--- src/rtl/pc_branch_unit.sv ---
`default_nettype none
// ============================================================================
// Module      : pc_branch_unit
// Description : Program counter with branch/jump redirect and stall-held
//               pending redirect target.
// Revision    : 1.0 - initial release
// ============================================================================
module pc_branch_unit #(
  parameter logic [31:0] RESET_PC = 32'h0000_0000
) (
  input  logic        Clk,
  input  logic        Rst,
  input  logic        Stall,
  input  logic        BranchReq,
  input  logic        BranchTaken,
  input  logic [31:0] BranchBasePC,
  input  logic [31:0] ShiftedOffset,
  input  logic        JumpReq,
  input  logic [25:0] JumpIndex,
  input  logic [31:0] JumpBasePC,
  output logic [31:0] PC,
  output logic [31:0] PCPlus4,
  output logic [31:0] BranchTarget,
  output logic        Redirect,
  output logic        Pending
);

  localparam logic [31:0] c_pcStep    = 32'd4;
  localparam logic [31:0] c_upperMask = 32'hF000_0000;

  typedef enum logic [0:0] {
    S_IDLE = 1'b0,
    S_HOLD = 1'b1
  } state_t;

  state_t      r_state;
  state_t      w_nextState;
  logic [31:0] r_pc;
  logic [31:0] w_nextPc;
  logic [31:0] r_storedTarget;
  logic [31:0] w_nextTarget;
  logic        r_redirect;
  logic        w_nextRedirect;

  logic        w_haveReq;
  logic [31:0] w_jumpTarget;
  logic [31:0] w_reqTarget;

  assign PCPlus4      = r_pc + c_pcStep;
  assign BranchTarget = BranchBasePC + ShiftedOffset;

  // Masking keeps every JumpBasePC bit in the expression; only [31:28] survive.
  assign w_jumpTarget = (JumpBasePC & c_upperMask) | {4'b0000, JumpIndex, 2'b00};
  assign w_haveReq    = JumpReq | (BranchReq & BranchTaken);
  assign w_reqTarget  = JumpReq ? w_jumpTarget : BranchTarget;

  always_comb begin
    w_nextState    = r_state;
    w_nextPc       = r_pc;
    w_nextTarget   = r_storedTarget;
    w_nextRedirect = 1'b0;
    case (r_state)
      S_IDLE: begin
        if (!Stall) begin
          if (w_haveReq) begin
            w_nextPc       = w_reqTarget;
            w_nextRedirect = 1'b1;
          end else begin
            w_nextPc = PCPlus4;
          end
        end else if (w_haveReq) begin
          w_nextTarget = w_reqTarget;
          w_nextState  = S_HOLD;
        end
      end
      S_HOLD: begin
        // The older captured redirect wins; anything arriving now is dropped.
        if (!Stall) begin
          w_nextPc       = r_storedTarget;
          w_nextRedirect = 1'b1;
          w_nextState    = S_IDLE;
        end
      end
      default: w_nextState = S_IDLE;
    endcase
  end

  always_ff @(posedge Clk) begin
    if (Rst) begin
      r_state        <= S_IDLE;
      r_pc           <= RESET_PC;
      r_storedTarget <= 32'd0;
      r_redirect     <= 1'b0;
    end else begin
      r_state        <= w_nextState;
      r_pc           <= w_nextPc;
      r_storedTarget <= w_nextTarget;
      r_redirect     <= w_nextRedirect;
    end
  end

  assign PC       = r_pc;
  assign Redirect = r_redirect;
  assign Pending  = (r_state == S_HOLD);

endmodule
`default_nettype wire

--- config.mk ---
export PLATFORM = sky130hd
export DESIGN_NAME = pc_branch_unit
export DESIGN_NICKNAME = d
export VERILOG_FILES = /design/src/rtl/pc_branch_unit.sv
export SDC_FILE = /design/constraint.sdc
export NUM_CORES = 1
export LEC_CHECK = 0
export BUFFER_PORTS_ARGS = -buffer_cell sky130_fd_sc_hd__buf_2
export CAP_MARGIN = 20
export CORE_MARGIN = 4
export CORE_UTILIZATION = 54
export DETAILED_ROUTE_END_ITERATION = 10
export PLACE_DENSITY = 0.85
export SLEW_MARGIN = 20
export SYNTH_ARGS = -nofsm -noshare
export SYNTH_HDL_FRONTEND = slang
export SYNTH_SLANG_ARGS = --single-unit
--- constraint.sdc ---
create_clock -name Clk -period 10.3 [get_ports Clk]
set_input_delay 2.06 -clock Clk [delete_from_list [all_inputs] [get_ports Clk]]
set_output_delay 2.06 -clock Clk [all_outputs]
set_load 0.02 [all_outputs]
# == Yosys cells after proc, flatten, opt, wreduce, memory -nomap -nowiden ==
# Cells that the tools add are included.
# totals
elab_cells,26
n_memories,0
output_inout_bits,98
regBits,66
latch_bits,0
ram_bits,0
romBits,0
# op_classes
n_mux,12
add_sub_neg,2
n_div,0
reduce_logical,2
n_eq_ne,2
n_mul,0
shift,0
bitwise_logic,4
n_lt_le_gt_ge,0
# ops
operator,count
32-bit 2-to-1 mux,4
32-bit case mux with 2 select lines,1
32-bit by 3-bit adder with 32-bit output (second input constant),1
32-bit adder,1
32-bit by 28-bit bitwise OR with 32-bit output,1
1-bit 2-to-1 mux,5
2-bit != test (second input constant),2
1-bit case mux with 2 select lines,2
3-bit AND reduction,1
2-bit AND reduction,1
1-bit AND,1
1-bit inverter,1
1-bit bitwise OR,1

# == Logic depth before layout (Yosys ltp) ==
# Gate-level depths: netlist of run 1.
# depth
word_depth,5
ltp_mapped,11
ltp_nobuf,11

# == Worst setup path before layout of run 1 ==
# No wires, ideal clock.
# synth_path
path_kind,in2out
startpoint,in BranchBasePC[0]
endpoint,out BranchTarget[30]
slack_ns,4.094
cell_stages,10
t_required_ns,8.240
arrival_time_ns,4.146
path_cell_list,ha_1 > inv_1 > fa_1 > nand2b_1 > a21o_1 > a21oi_1 > a221o_1 > a211oi_2 > o21a_2 > xnor2_1
# synth_between
elab_chain_cells,1
# synth_rtl
element,line,rtl
"start, declared",16,"input logic [31:0] BranchBasePC,"
32-bit adder,50,assign BranchTarget = BranchBasePC + ShiftedOffset;
"end, declared",23,"output logic [31:0] BranchTarget,"
# No other way between the ends.

# == Final worst setup path of run 1 ==
# layout_path
startpoint,in BranchBasePC[0]
endpoint,out BranchTarget[28]
# Same word-level chain as after synthesis.

==> flow_results.xml, run 1 <==
<?xml version="1.0" encoding="UTF-8"?>
<metrics>
  <group name="timing">
    <metric name="timing.final.setup_violations" unit="">0</metric>
    <metric name="slew_at_the_pin_closest_to_its_max_slew_limit" unit="ns">1.11</metric>
    <metric name="finalWorstPathRequiredPeriod" unit="ns">6.80</metric>
    <metric name="timing_max_transition_violations_final" unit="">0</metric>
    <metric name="final.period_utilization" unit="%">66.0</metric>
    <metric name="max_clock_freq" unit="MHz">147</metric>
    <metric name="finalSetupTns" unit="ns">0</metric>
    <metric name="final.setup_skew" unit="ns">0.0119</metric>
    <metric name="relSlewSlack" unit="%">25.5</metric>
    <metric name="hold_viol" unit="">0</metric>
    <metric name="post-route-worst-setup-slack" unit="ns">3.50</metric>
    <metric name="grt_setup_unrepaired" unit="">no</metric>
  </group>
  <group name="setup_path">
    <metric name="launching_instance_or_port_of_the_critical_path" unit="">BranchBasePC[0]</metric>
    <metric name="timing_worst_setup_path_type" unit="">input pin to output port</metric>
    <metric name="path_cells" unit="">buf_2, ha_1, inv_1, fa_1, nand2b_1, a21o_1, a21oi_1, a21oi_1, o2111a_1, or3_1, o311ai_2, buf_2</metric>
    <metric name="setup.worst_path.start_class" unit="">input pin</metric>
    <metric name="crit_path_max_fanout" unit="">4</metric>
    <metric name="rrSetupSlack" unit="ns">7.00</metric>
    <metric name="timing.rr.start" unit="">Pending</metric>
    <metric name="critical-path-top-delay-family" unit="">compound AO/OA/AOI/OAI gates</metric>
    <metric name="crit-reg2reg-capture" unit="">PC[27]</metric>
    <metric name="delay_of_the_slowest_cell_on_the_worst_path" unit="ns">0.40</metric>
    <metric name="critPathRequiredTime" unit="ns">8.24</metric>
    <metric name="rr_worst_depth" unit="">5</metric>
    <metric name="worst-path-buf-inv" unit="">3</metric>
    <metric name="cp-end-kind" unit="">output port</metric>
    <metric name="worstPathArrival" unit="ns">4.74</metric>
    <metric name="critical_path_top_delay_cell" unit="">sky130_fd_sc_hd__fa_1</metric>
  </group>
  <group name="yosys">
    <metric name="syn_avg_cell_area" unit="um2">7.69</metric>
    <metric name="net_count_after_synthesis" unit="">894</metric>
    <metric name="yosysWarnings" unit="">0</metric>
    <metric name="synth_cell_type_count" unit="">77</metric>
    <metric name="number_of_synthesized_flops_with_an_enable_pin" unit="">0</metric>
    <metric name="ys_ff_latch" unit="">66</metric>
    <metric name="post_synthesis_cell_type_with_the_largest_combined_area" unit="">sky130_fd_sc_hd__dfxtp_1</metric>
    <metric name="yosysTopAreaCellShare" unit="%">23.4</metric>
    <metric name="synthTopCellsByArea" unit="">sky130_fd_sc_hd__dfxtp_1 23%, sky130_fd_sc_hd__ha_1 7.1%, sky130_fd_sc_hd__nand2_1 5.4%, sky130_fd_sc_hd__xnor2_1 5.3%, sky130_fd_sc_hd__a21oi_1 4.6%</metric>
    <metric name="async_flop_share" unit="%">0</metric>
    <metric name="area_of_the_mapped_netlist" unit="mm2">0.00564</metric>
    <metric name="yosysSeqAreaShare" unit="%">23.4</metric>
    <metric name="ys_dominant_reg_cell" unit="">sky130_fd_sc_hd__dfxtp_1</metric>
    <metric name="synthesis.instances" unit="">733</metric>
  </group>
  <group name="clock_network">
    <metric name="cts_buffers" unit="">9</metric>
    <metric name="worstSkewPairLatency" unit="ns">0.34</metric>
    <metric name="depth_of_the_cts_h_tree" unit="">3</metric>
    <metric name="cts_resized" unit="">0</metric>
    <metric name="root_buffer" unit="">sky130_fd_sc_hd__clkbuf_8</metric>
    <metric name="tritoncts" unit="">yes</metric>
    <metric name="clkTransAtPathRegs" unit="ns">0.07</metric>
    <metric name="post-cts-setup-buffer-count" unit="">0</metric>
    <metric name="sink_count_of_the_clock_tree" unit="">66</metric>
    <metric name="cts_hold_buf" unit="">0</metric>
    <metric name="cts.path.max_buffers" unit="">2</metric>
  </group>
  <group name="cells_and_area">
    <metric name="multi_input_area" unit="mm2">0.00400</metric>
    <metric name="antennaDiodeCount" unit="">0</metric>
    <metric name="register_area" unit="mm2">0.00132</metric>
    <metric name="syn_to_final_growth" unit="%">21.4</metric>
    <metric name="fin_nets" unit="">1059</metric>
    <metric name="final_layout_size_suffix_gt1_share" unit="%">27.8</metric>
    <metric name="final.fill_count" unit="">917</metric>
  </group>
  <group name="floorplanning">
    <metric name="fp.dieW" unit="um">110</metric>
    <metric name="num_io_pins" unit="">226</metric>
    <metric name="core_region_area" unit="mm2">0.0102</metric>
    <metric name="initial_core_util" unit="%">55.1</metric>
    <metric name="die_h" unit="um">110</metric>
    <metric name="rows" unit="">37</metric>
    <metric name="die_ar" unit="mm2">0.0121</metric>
  </group>
  <group name="outcome">
    <metric name="run_status" unit="">finished clean</metric>
  </group>
  <group name="global_route">
    <metric name="grt_max_degree" unit="">53</metric>
    <metric name="grtUsageTotal" unit="%">30.0</metric>
    <metric name="wire_length_of_the_first_global_routing_pass" unit="mm">29.0</metric>
    <metric name="first_global_vias" unit="">5961</metric>
    <metric name="overflow" unit="">0</metric>
    <metric name="antenna_violations_before_repair" unit="">1</metric>
  </group>
  <group name="worst_hold_path">
    <metric name="min_path_cells" unit="">2</metric>
    <metric name="hold_start" unit="">r_storedTarget[0]</metric>
    <metric name="worstHoldPathType" unit="">flip-flop to flip-flop</metric>
    <metric name="worst_hold_endpoint" unit="">r_storedTarget[0]</metric>
  </group>
  <group name="routing">
    <metric name="drc" unit="">0</metric>
    <metric name="detailroute.via_count" unit="">6396</metric>
    <metric name="ant_nets" unit="">0</metric>
    <metric name="detail_route.vias_per_cell" unit="">6.16</metric>
    <metric name="total_wire_length" unit="mm">18.7</metric>
    <metric name="first_iter_violations" unit="">631</metric>
    <metric name="routedWlPerCell" unit="um">18.0</metric>
    <metric name="drt-pass1-iter-count" unit="">6</metric>
  </group>
  <group name="place">
    <metric name="buffer_ports.inserted" unit="">197</metric>
    <metric name="dpl.hpwl" unit="mm">14.0</metric>
    <metric name="place.gp.congestion" unit="">0.970</metric>
    <metric name="dpl_worst_slack" unit="ns">3.56</metric>
  </group>
  <group name="power">
    <metric name="p_leak" unit="nW">3.15</metric>
    <metric name="vdd.ir_drop.worst" unit="mV">0.0709</metric>
    <metric name="p_total" unit="mW">0.928</metric>
    <metric name="power_density" unit="mW/mm2">136</metric>
  </group>
  <group name="flow_run">
    <metric name="cap_viol_max_count" unit="">0</metric>
  </group>
</metrics>
[synth_stat cells (20+ instances only)]
cell / count
sky130_fd_sc_hd__nand2_1: 81
sky130_fd_sc_hd__clkbuf_1: 35
sky130_fd_sc_hd__nand3_1: 23
sky130_fd_sc_hd__a21oi_1: 52
sky130_fd_sc_hd__o21ai_0: 49
sky130_fd_sc_hd__nor2_1: 42
sky130_fd_sc_hd__ha_1: 32
sky130_fd_sc_hd__xnor2_1: 34
sky130_fd_sc_hd__inv_1: 24
sky130_fd_sc_hd__nor3_1: 20
sky130_fd_sc_hd__dfxtp_1: 66
[layout make-up]
class                      count  area share, %
sequential                    66           19.3
timing repair buffer         203           15.1
multi-input combinational    592           58.5
inverter                      26           1.43
clock buffer                  13           2.32
tap                          136           2.49
clock inverter                 2          0.878
[worst min-delay path, delay by kind of cell (launching register included)]
kind	cells	cell delay, ns
flip-flops	1	0.31
AO/OA/AOI/OAI	1	0.05
AND/OR/NAND/NOR	1	0.05
[cells by family (layout without fill, tap and decap cells)]
logic type / after synthesis / in the layout / synth area share (%)
and+or+nand+nor: 252 / 252 / 22.8
adders and majority gates: 33 / 33 / 7.46
muxes: 4 / 4 / 0.711
buffers and inverters: 75 / 244 / 5.66
AOI/OAI and AO/OA: 251 / 251 / 31.8
xor gates and xnor gates: 52 / 52 / 8.08
DFF: 66 / 66 / 23.4
[per-stage QoR]
step | area, um2 | cells | util, % | hold WS (ns)
floorplan | 5640 | 733 | - | 0.437
global placement | 6620 | 1023 | 64.7 | 0.444
detailed placement | 6620 | 1023 | 64.7 | 0.447
CTS | 6840 | 1038 | 66.8 | 0.457
global route | 6840 | 1038 | 66.8 | 0.481
finish | 6840 | 1038 | 66.8 | 0.462
[per-layer routing]
| metal | part of all wire (%) | global-route usage, % | up-vias |
|---|---|---|---|
| met5 | 0.064 | 0 | - |
| met4 | 2.3 | 9.76 | 2 |
| met3 | 9.7 | 5.94 | 39 |
| met2 | 45 | 47.4 | 348 |
| met1 | 43 | 40.9 | 2958 |
| li1 | - | - | 3049 |
[how the worst max path moves through the flow]
stage | cells past startpoint | to | slack, ns
floorplan | 10 | BranchTarget[30] | 4.09
global placement | 12 | BranchTarget[28] | 3.55
detailed placement | 12 | BranchTarget[28] | 3.56
CTS | 12 | BranchTarget[28] | 3.54
global route | 12 | BranchTarget[28] | 3.35
finish | 12 | BranchTarget[28] | 3.50
[power by group]
part	total, mW	internal, mW	switching (mW)
combinational	0.382	0.138	0.243
sequential	0.300	0.277	0.0231
clock	0.246	0.149	0.0971
[flip-flops by register name, indices dropped and copies added, names as in the netlist]
signal / count
Pending: 1
r_storedTarget: 32
Redirect: 1
PC: 32
[cells in the final DEF (no fill, tap or decap), types with 9 or more instances in the layout]
master,count
sky130_fd_sc_hd__buf_2,197
sky130_fd_sc_hd__nand2_1,81
sky130_fd_sc_hd__dfxtp_1,66
sky130_fd_sc_hd__a21oi_1,52
sky130_fd_sc_hd__o21ai_0,49
sky130_fd_sc_hd__nor2_1,40
sky130_fd_sc_hd__xnor2_1,34
sky130_fd_sc_hd__ha_1,32
sky130_fd_sc_hd__inv_1,24
sky130_fd_sc_hd__nand3_1,23
sky130_fd_sc_hd__nor3_1,20
sky130_fd_sc_hd__xor2_1,18
sky130_fd_sc_hd__o221ai_1,18
sky130_fd_sc_hd__a21o_1,16
sky130_fd_sc_hd__and3_1,16
sky130_fd_sc_hd__and2_1,16
sky130_fd_sc_hd__o221a_2,13
sky130_fd_sc_hd__a211oi_1,12
sky130_fd_sc_hd__a31oi_1,11
sky130_fd_sc_hd__or3_1,11
sky130_fd_sc_hd__clkbuf_8,11
sky130_fd_sc_hd__o21a_1,10
sky130_fd_sc_hd__o211ai_1,9
(Power assumes the default switching activity.)
==> inputs of run 2 (changes only) <==
ABC_AREA = 1   (was unset)
CORE_UTILIZATION = 52   (was 54)
PLACE_DENSITY = 0.8   (was 0.85)
clock period = 6.93 ns   (was 10.3 ns; I/O delays follow)
==> run 2 against run 1 <==
Worst hold slack gained 0.010 ns. Global-route usage shrank 0.79 points. Critical path depth grew 4. Sequential share of layout area shrank 2.5 points. First-iteration DRC count grew 6.0%. Count of clock-buffer cells in the layout shrank 1. Register-to-register slack lost 3.1 ns. Die area grew 18%. Synthesized cell count grew 54%. Clock power grew 94%. Combinational power grew 52%. Routed wire length grew 13%. Critical endpoint unchanged.
==> flow_results.xml, run 2 <==
<?xml version="1.0" encoding="UTF-8"?>
<metrics>
  <group name="yosys">
    <metric name="synth_most_common_cell" unit="">sky130_fd_sc_hd__nand2_1</metric>
    <metric name="synthesis.instances" unit="">1128</metric>
    <metric name="post_synthesis_cell_type_with_the_largest_combined_area" unit="">sky130_fd_sc_hd__nand2_1</metric>
    <metric name="ys_dominant_reg_cell" unit="">sky130_fd_sc_hd__dfxtp_1</metric>
    <metric name="ys_top_cells_by_count" unit="">367 x sky130_fd_sc_hd__nand2_1, 205 x sky130_fd_sc_hd__inv_1, 86 x sky130_fd_sc_hd__nand3_1, 80 x sky130_fd_sc_hd__nor2_1, 66 x sky130_fd_sc_hd__dfxtp_1</metric>
    <metric name="synthTopCellsByArea" unit="">sky130_fd_sc_hd__nand2_1 21%, sky130_fd_sc_hd__dfxtp_1 20%, sky130_fd_sc_hd__inv_1 12%, sky130_fd_sc_hd__nand3_1 6.7%, sky130_fd_sc_hd__ha_1 6.2%</metric>
    <metric name="syn_avg_cell_area" unit="um2">5.73</metric>
    <metric name="ys_ff_latch" unit="">66</metric>
    <metric name="async_flop_share" unit="%">0</metric>
    <metric name="yosysWarnings" unit="">0</metric>
    <metric name="number_of_synthesized_flops_with_an_enable_pin" unit="">0</metric>
    <metric name="yosysSeqAreaShare" unit="%">20.4</metric>
    <metric name="area_of_the_mapped_netlist" unit="mm2">0.00647</metric>
    <metric name="net_count_after_synthesis" unit="">1289</metric>
    <metric name="synth_cell_type_count" unit="">42</metric>
    <metric name="yosysTopAreaCellShare" unit="%">21.3</metric>
  </group>
  <group name="setup_path">
    <metric name="cp-end-kind" unit="">output port</metric>
    <metric name="delay_of_the_slowest_cell_on_the_worst_path" unit="ns">0.40</metric>
    <metric name="path_cells" unit="">buf_2, ha_1, inv_1, fa_1, inv_1, nand3_1, nand2_2, nand2_1, nand2_2, nand2_1, nand2_1, nand2_1, nand2_1, nand2_1, and2_1, buf_2</metric>
    <metric name="setup.worst_path.start_class" unit="">input pin</metric>
    <metric name="critical_path_top_delay_cell" unit="">sky130_fd_sc_hd__fa_1</metric>
    <metric name="crit-reg2reg-capture" unit="">PC[4]</metric>
    <metric name="timing_worst_setup_path_type" unit="">input pin to output port</metric>
    <metric name="timing.critical_path.mode_cell" unit="">sky130_fd_sc_hd__nand2_1</metric>
    <metric name="crit_path_max_fanout" unit="">4</metric>
    <metric name="rrSetupSlack" unit="ns">3.94</metric>
    <metric name="critPathRequiredTime" unit="ns">5.54</metric>
    <metric name="timing.rr.start" unit="">Pending</metric>
    <metric name="worstPathArrival" unit="ns">3.39</metric>
    <metric name="rr_worst_depth" unit="">6</metric>
  </group>
  <group name="worst_hold_path">
    <metric name="min_path_cells" unit="">2</metric>
    <metric name="hold_start" unit="">r_storedTarget[1]</metric>
    <metric name="worstHoldPathType" unit="">flip-flop to flip-flop</metric>
    <metric name="worst_hold_endpoint" unit="">PC[1]</metric>
  </group>
  <group name="timing">
    <metric name="finalWorstPathRequiredPeriod" unit="ns">4.77</metric>
    <metric name="relSlewSlack" unit="%">28.9</metric>
    <metric name="final.period_utilization" unit="%">68.9</metric>
    <metric name="slew_at_the_pin_closest_to_its_max_slew_limit" unit="ns">1.06</metric>
    <metric name="max_clock_freq" unit="MHz">209</metric>
    <metric name="final.setup_skew" unit="ns">0.00589</metric>
    <metric name="grt_setup_unrepaired" unit="">no</metric>
    <metric name="finalSetupTns" unit="ns">0</metric>
    <metric name="hold_viol" unit="">0</metric>
    <metric name="timing.final.setup_violations" unit="">0</metric>
    <metric name="timing_max_transition_violations_final" unit="">0</metric>
  </group>
  <group name="cells_and_area">
    <metric name="final.fill_count" unit="">1257</metric>
    <metric name="layout_common_cells" unit="">367 x sky130_fd_sc_hd__nand2_1, 205 x sky130_fd_sc_hd__inv_1, 197 x sky130_fd_sc_hd__buf_2</metric>
    <metric name="syn_to_final_growth" unit="%">21.7</metric>
    <metric name="post-route-util" unit="%">65.0</metric>
    <metric name="final_cell_area" unit="mm2">0.00787</metric>
    <metric name="mostFrequentLayoutCell" unit="">sky130_fd_sc_hd__nand2_1</metric>
    <metric name="fin_nets" unit="">1471</metric>
    <metric name="final_layout_size_suffix_gt1_share" unit="%">19.9</metric>
    <metric name="antennaDiodeCount" unit="">0</metric>
  </group>
  <group name="place">
    <metric name="place.gp.congestion" unit="">0.933</metric>
    <metric name="dpl_cell_area" unit="mm2">0.00755</metric>
    <metric name="dpl.hpwl" unit="mm">17.1</metric>
    <metric name="buffer_ports.inserted" unit="">197</metric>
  </group>
  <group name="routing">
    <metric name="routedWlPerCell" unit="um">14.2</metric>
    <metric name="detailroute.via_count" unit="">7625</metric>
    <metric name="drt-pass1-iter-count" unit="">5</metric>
    <metric name="ant_nets" unit="">0</metric>
    <metric name="total_wire_length" unit="mm">21.1</metric>
    <metric name="drc" unit="">0</metric>
    <metric name="met1_length" unit="mm">9.24</metric>
    <metric name="first_iter_violations" unit="">669</metric>
    <metric name="detail_route.vias_per_cell" unit="">5.14</metric>
    <metric name="route.top_layer_used" unit="">met4</metric>
    <metric name="dr_wl_met3" unit="mm">1.84</metric>
    <metric name="routed-wl-met2" unit="mm">9.70</metric>
  </group>
  <group name="clock_network">
    <metric name="cts_buffers" unit="">9</metric>
    <metric name="worstSkewPairLatency" unit="ns">0.33</metric>
    <metric name="root_buffer" unit="">sky130_fd_sc_hd__clkbuf_16</metric>
    <metric name="sink_count_of_the_clock_tree" unit="">66</metric>
    <metric name="depth_of_the_cts_h_tree" unit="">3</metric>
    <metric name="cts.path.max_buffers" unit="">2</metric>
    <metric name="cts_hold_buf" unit="">0</metric>
    <metric name="clkTransAtPathRegs" unit="ns">0.06</metric>
    <metric name="cts_resized" unit="">0</metric>
    <metric name="tritoncts" unit="">yes</metric>
    <metric name="post-cts-setup-buffer-count" unit="">0</metric>
  </group>
  <group name="outcome">
    <metric name="run_status" unit="">finished clean</metric>
  </group>
  <group name="floorplanning">
    <metric name="initial_core_util" unit="%">53.4</metric>
    <metric name="die_h" unit="um">120</metric>
    <metric name="die_ar" unit="mm2">0.0143</metric>
    <metric name="rows" unit="">40</metric>
    <metric name="fp.dieW" unit="um">120</metric>
    <metric name="core_region_area" unit="mm2">0.0121</metric>
    <metric name="num_io_pins" unit="">226</metric>
  </group>
  <group name="power">
    <metric name="p_leak" unit="nW">4.64</metric>
    <metric name="p_total" unit="mW">1.50</metric>
    <metric name="vdd.ir_drop.worst" unit="mV">0.166</metric>
    <metric name="power_density" unit="mW/mm2">191</metric>
  </group>
  <group name="global_route">
    <metric name="antenna_violations_before_repair" unit="">0</metric>
    <metric name="grt_max_degree" unit="">33</metric>
    <metric name="grtUsageTotal" unit="%">29.2</metric>
    <metric name="wire_length_of_the_first_global_routing_pass" unit="mm">34.3</metric>
    <metric name="first_global_vias" unit="">7134</metric>
    <metric name="overflow" unit="">0</metric>
  </group>
  <group name="flow_run">
    <metric name="cap_viol_max_count" unit="">0</metric>
  </group>
</metrics>
-- run 2: changes by cell type after synthesis, moves of 12 or more --
cell	before	now
sky130_fd_sc_hd__nand2_1	81	367
sky130_fd_sc_hd__inv_1	24	205
sky130_fd_sc_hd__nand3_1	23	86
sky130_fd_sc_hd__nor2_1	42	80
sky130_fd_sc_hd__o21ai_0	49	18
sky130_fd_sc_hd__xnor2_1	34	7
sky130_fd_sc_hd__clkbuf_1	35	15
sky130_fd_sc_hd__a21o_1	16	0
sky130_fd_sc_hd__and3_1	16	1
sky130_fd_sc_hd__a21oi_1	52	65
sky130_fd_sc_hd__o221a_2	13	0
sky130_fd_sc_hd__nor2_2	0	12
sky130_fd_sc_hd__o21ai_1	4	16
-- run 2: cell type report --
| type | count | area (um2) | area share (%) |
|---|---|---|---|
| timing repair buffer | 198 | 993 | 12.6 |
| inverter | 218 | 818 | 10.4 |
| clock inverter | 4 | 48.8 | 0.620 |
| tap | 168 | 210 | 2.67 |
| clock buffer | 12 | 267 | 3.39 |
| multi-input combinational | 817 | 4210 | 53.5 |
| sequential | 66 | 1320 | 16.8 |
-- run 2: worst max path at each step --
stage                     slack, ns                to       startpoint
final                          2.16  BranchTarget[28]  BranchBasePC[0]
after global routing           1.87  BranchTarget[28]  BranchBasePC[0]
after CTS                      2.15  BranchTarget[28]  BranchBasePC[0]
after detailed placement       2.16  BranchTarget[28]  BranchBasePC[0]
after global placement         2.21  BranchTarget[28]  BranchBasePC[0]
after floorplan                2.64  BranchTarget[12]  BranchBasePC[0]
-- run 2: per-stage QoR --
| stage | cells | hold slack, ns | worst slack [ns] |
|---|---|---|---|
| final | 1483 | 0.472 | 2.16 |
| after CTS | 1483 | 0.475 | 2.15 |
| after global routing | 1483 | 0.487 | 1.87 |
| after floorplan | 1128 | 0.448 | 2.64 |
| after global placement | 1467 | 0.465 | 2.21 |
| after detailed placement | 1467 | 0.468 | 2.16 |
-- run 2: where the power goes --
group          total, mW  leakage [nW]  internal (mW)  switching, mW
logic              0.580          3.94          0.192          0.387
clock network      0.478         0.159          0.307          0.171
registers          0.446         0.544          0.413         0.0332
total               1.50          4.64          0.912          0.591
-- run 2: cells by family after synthesis --
kind of cell / Yosys count / synth area share (%)
flops: 66 / 20.4
compound gates: 132 / 11.7
buf+inv: 245 / 14.5
fa+ha+maj: 33 / 6.50
simple gates: 614 / 41.2
xor+xnor: 38 / 5.73
-- run 2: critical path, delay by kind of cell --
kind | cells | cell delay [ns]
buf+inv | 4 | 0.43
fa+ha+maj | 2 | 0.60
simple gates | 10 | 0.97
-- run 2: per-layer routing --
layer | vias up | global-route usage, %
li1 | 3894 | -
met1 | 3371 | 38.9
met2 | 329 | 48.9
met3 | 31 | 5.28
met4 | 0 | 7.23
met5 | - | 0
==> inputs of run 3 (changes only) <==
ABC_AREA = 0   (was 1)
CORE_UTILIZATION = 45   (was 52)
PLACE_DENSITY = 0.75   (was 0.8)
clock period = 4.2 ns   (was 6.93 ns; I/O delays follow)
==> run 3 against run 2 <==
Routed wire length decreased by 10%. Via count decreased by 16%. Cell area decreased by 9.2%. Count of clock-buffer cells in the layout decreased by 3. Sequential power increased by 65%. Worst hold slack got worse by 0.011 ns. Non-clock buffer count increased by 24. Utilization decreased by 6.0 points. Sequential share of layout area increased by 1.7 points. Largest cell class unchanged.
==> flow_results.xml, run 3 (synthesis results as in run 1) <==
<?xml version="1.0" encoding="UTF-8"?>
<metrics>
  <group name="routing">
    <metric name="ant_nets" unit="">0</metric>
    <metric name="routedWlPerCell" unit="um">17.4</metric>
    <metric name="detail_route.vias_per_cell" unit="">5.86</metric>
    <metric name="drt-pass1-iter-count" unit="">5</metric>
    <metric name="drc" unit="">0</metric>
    <metric name="total_wire_length" unit="mm">18.9</metric>
    <metric name="detailroute.via_count" unit="">6391</metric>
    <metric name="first_iter_violations" unit="">526</metric>
  </group>
  <group name="cells_and_area">
    <metric name="layout_common_cells" unit="">196 x sky130_fd_sc_hd__buf_2, 81 x sky130_fd_sc_hd__nand2_1, 66 x sky130_fd_sc_hd__dfxtp_1</metric>
    <metric name="syn_to_final_growth" unit="%">26.8</metric>
    <metric name="final_cell_area" unit="mm2">0.00714</metric>
    <metric name="final.fill_count" unit="">1188</metric>
    <metric name="register_area" unit="mm2">0.00132</metric>
    <metric name="fin_nets" unit="">1078</metric>
    <metric name="antennaDiodeCount" unit="">0</metric>
    <metric name="final_layout_size_suffix_gt1_share" unit="%">29.8</metric>
    <metric name="multi_input_area" unit="mm2">0.00401</metric>
    <metric name="mostFrequentLayoutCell" unit="">sky130_fd_sc_hd__buf_2</metric>
  </group>
  <group name="timing">
    <metric name="timing_max_transition_violations_final" unit="">0</metric>
    <metric name="relSlewSlack" unit="%">51.5</metric>
    <metric name="timing.final.setup_violations" unit="">0</metric>
    <metric name="final.setup_skew" unit="ns">0.00753</metric>
    <metric name="finalSetupTns" unit="ns">0</metric>
    <metric name="finalWorstPathRequiredPeriod" unit="ns">4.01</metric>
    <metric name="final.period_utilization" unit="%">95.5</metric>
    <metric name="hold_viol" unit="">0</metric>
    <metric name="grt_setup_unrepaired" unit="">no</metric>
    <metric name="max_clock_freq" unit="MHz">249</metric>
    <metric name="slew_at_the_pin_closest_to_its_max_slew_limit" unit="ns">0.725</metric>
  </group>
  <group name="power">
    <metric name="vdd.ir_drop.worst" unit="mV">0.191</metric>
    <metric name="power_density" unit="mW/mm2">353</metric>
    <metric name="p_leak" unit="nW">3.29</metric>
  </group>
  <group name="global_route">
    <metric name="wire_length_of_the_first_global_routing_pass" unit="mm">29.2</metric>
    <metric name="overflow" unit="">0</metric>
    <metric name="first_global_vias" unit="">5803</metric>
    <metric name="grtUsageTotal" unit="%">24.8</metric>
    <metric name="antenna_violations_before_repair" unit="">0</metric>
    <metric name="grt_max_degree" unit="">51</metric>
  </group>
  <group name="clock_network">
    <metric name="cts.path.max_buffers" unit="">2</metric>
    <metric name="worstSkewPairLatency" unit="ns">0.33</metric>
    <metric name="root_buffer" unit="">sky130_fd_sc_hd__clkbuf_16</metric>
    <metric name="depth_of_the_cts_h_tree" unit="">3</metric>
    <metric name="cts_hold_buf" unit="">0</metric>
    <metric name="cts_buffers" unit="">9</metric>
    <metric name="clkTransAtPathRegs" unit="ns">0.06</metric>
    <metric name="tritoncts" unit="">yes</metric>
    <metric name="sink_count_of_the_clock_tree" unit="">66</metric>
  </group>
  <group name="place">
    <metric name="dpl_cell_area" unit="mm2">0.00680</metric>
    <metric name="buffer_ports.inserted" unit="">197</metric>
    <metric name="dpl.hpwl" unit="mm">14.7</metric>
    <metric name="place.gp.congestion" unit="">0.929</metric>
  </group>
  <group name="floorplanning">
    <metric name="die_ar" unit="mm2">0.0144</metric>
    <metric name="num_io_pins" unit="">226</metric>
    <metric name="rows" unit="">40</metric>
    <metric name="die_h" unit="um">120</metric>
    <metric name="initial_core_util" unit="%">46.5</metric>
    <metric name="fp.dieW" unit="um">120</metric>
    <metric name="core_region_area" unit="mm2">0.0121</metric>
  </group>
  <group name="setup_path">
    <metric name="rr_worst_depth" unit="">8</metric>
    <metric name="worstPathArrival" unit="ns">3.17</metric>
    <metric name="cp-end-kind" unit="">output port</metric>
    <metric name="critPathRequiredTime" unit="ns">3.36</metric>
    <metric name="crit_path_max_fanout" unit="">3</metric>
    <metric name="setup.worst_path.start_class" unit="">input pin</metric>
    <metric name="timing_worst_setup_path_type" unit="">input pin to output port</metric>
  </group>
  <group name="flow_run">
    <metric name="cap_viol_max_count" unit="">0</metric>
  </group>
  <group name="worst_hold_path">
    <metric name="worstHoldPathType" unit="">flip-flop to flip-flop</metric>
    <metric name="min_path_cells" unit="">2</metric>
  </group>
  <group name="outcome">
    <metric name="run_status" unit="">finished clean</metric>
  </group>
</metrics>
[run 3: cell count changes in the layout (fill, tap and decap cells not counted), moves of 15 or more]
cell	before	now
sky130_fd_sc_hd__nand2_1	367	81
sky130_fd_sc_hd__inv_1	205	24
sky130_fd_sc_hd__nand3_1	86	23
sky130_fd_sc_hd__nor2_1	79	40
sky130_fd_sc_hd__o21ai_0	18	49
sky130_fd_sc_hd__xnor2_1	7	33
sky130_fd_sc_hd__buf_4	1	26
sky130_fd_sc_hd__a21o_1	0	16
sky130_fd_sc_hd__and3_1	1	16
[run 3: through the flow]
| step | util, % | instances | power [mW] | hold WS [ns] | setup slack [ns] |
|---|---|---|---|---|---|
| finish | 59.0 | 1090 | 2.52 | 0.460 | 0.187 |
| global route | 59.0 | 1090 | 2.63 | 0.480 | 0.00789 |
| CTS | 58.9 | 1090 | 2.51 | 0.463 | 0.103 |
| detailed placement | 56.2 | 1074 | 1.70 | 0.454 | 0.110 |
| global placement | 56.2 | 1074 | 1.69 | 0.450 | 0.113 |
| floorplan | - | 733 | 1.36 | 0.437 | 0.434 |
[run 3: worst max-delay path: stages]
cell	delay, ns
sky130_fd_sc_hd__buf_2	0.08
sky130_fd_sc_hd__ha_1	0.16
sky130_fd_sc_hd__inv_1	0.06
sky130_fd_sc_hd__fa_1	0.38
sky130_fd_sc_hd__nand2b_1	0.18
sky130_fd_sc_hd__a21o_1	0.19
sky130_fd_sc_hd__a21oi_2	0.14
sky130_fd_sc_hd__a21oi_1	0.13
sky130_fd_sc_hd__o2111a_1	0.30
sky130_fd_sc_hd__or3_1	0.39
sky130_fd_sc_hd__o311ai_2	0.10
sky130_fd_sc_hd__buf_4	0.21
[run 3: area by class of cell]
class	instances	share of cell area [%]
Sequential cell	66	18.5
Multi-Input combinational cell	592	56.2
Timing Repair Buffer	222	16.5
Inverter	26	1.37
Clock buffer	9	3.15
Clock inverter	7	1.42
Tap cell	168	2.94
[run 3: timing repair]
item                                    in CTS  in global routing
endpoints found under the setup margin       0                  3
resized for setup                            0                  3
buffers inserted                             0                  0
[run 3: path summary, 6_finish.rpt]
path                     startpoint                end  slack, ns
setup / recovery    BranchBasePC[0]   BranchTarget[28]       0.19
hold / removal    r_storedTarget[0]  r_storedTarget[0]       0.46
hold reg to reg   r_storedTarget[0]  r_storedTarget[0]       0.46
setup reg to reg              PC[4]             PC[19]       1.66
[run 3: power by group]
| group | leakage [nW] | switching, mW | internal, mW | total (mW) |
|---|---|---|---|---|
| sequential | 0.544 | 0.0545 | 0.681 | 0.735 |
| combinational | 2.59 | 0.602 | 0.364 | 0.966 |
| clock | 0.153 | 0.296 | 0.525 | 0.821 |
| total | 3.29 | 0.953 | 1.57 | 2.52 |
[run 3: layer usage]
layer | track usage (%) | routed length [um] | vias up
met5 | 0 | 0 | -
met4 | 10.1 | 518 | 0
li1 | - | - | 3100
met2 | 38.7 | 8440 | 299
met1 | 34.7 | 8300 | 2957
met3 | 2.92 | 1690 | 35
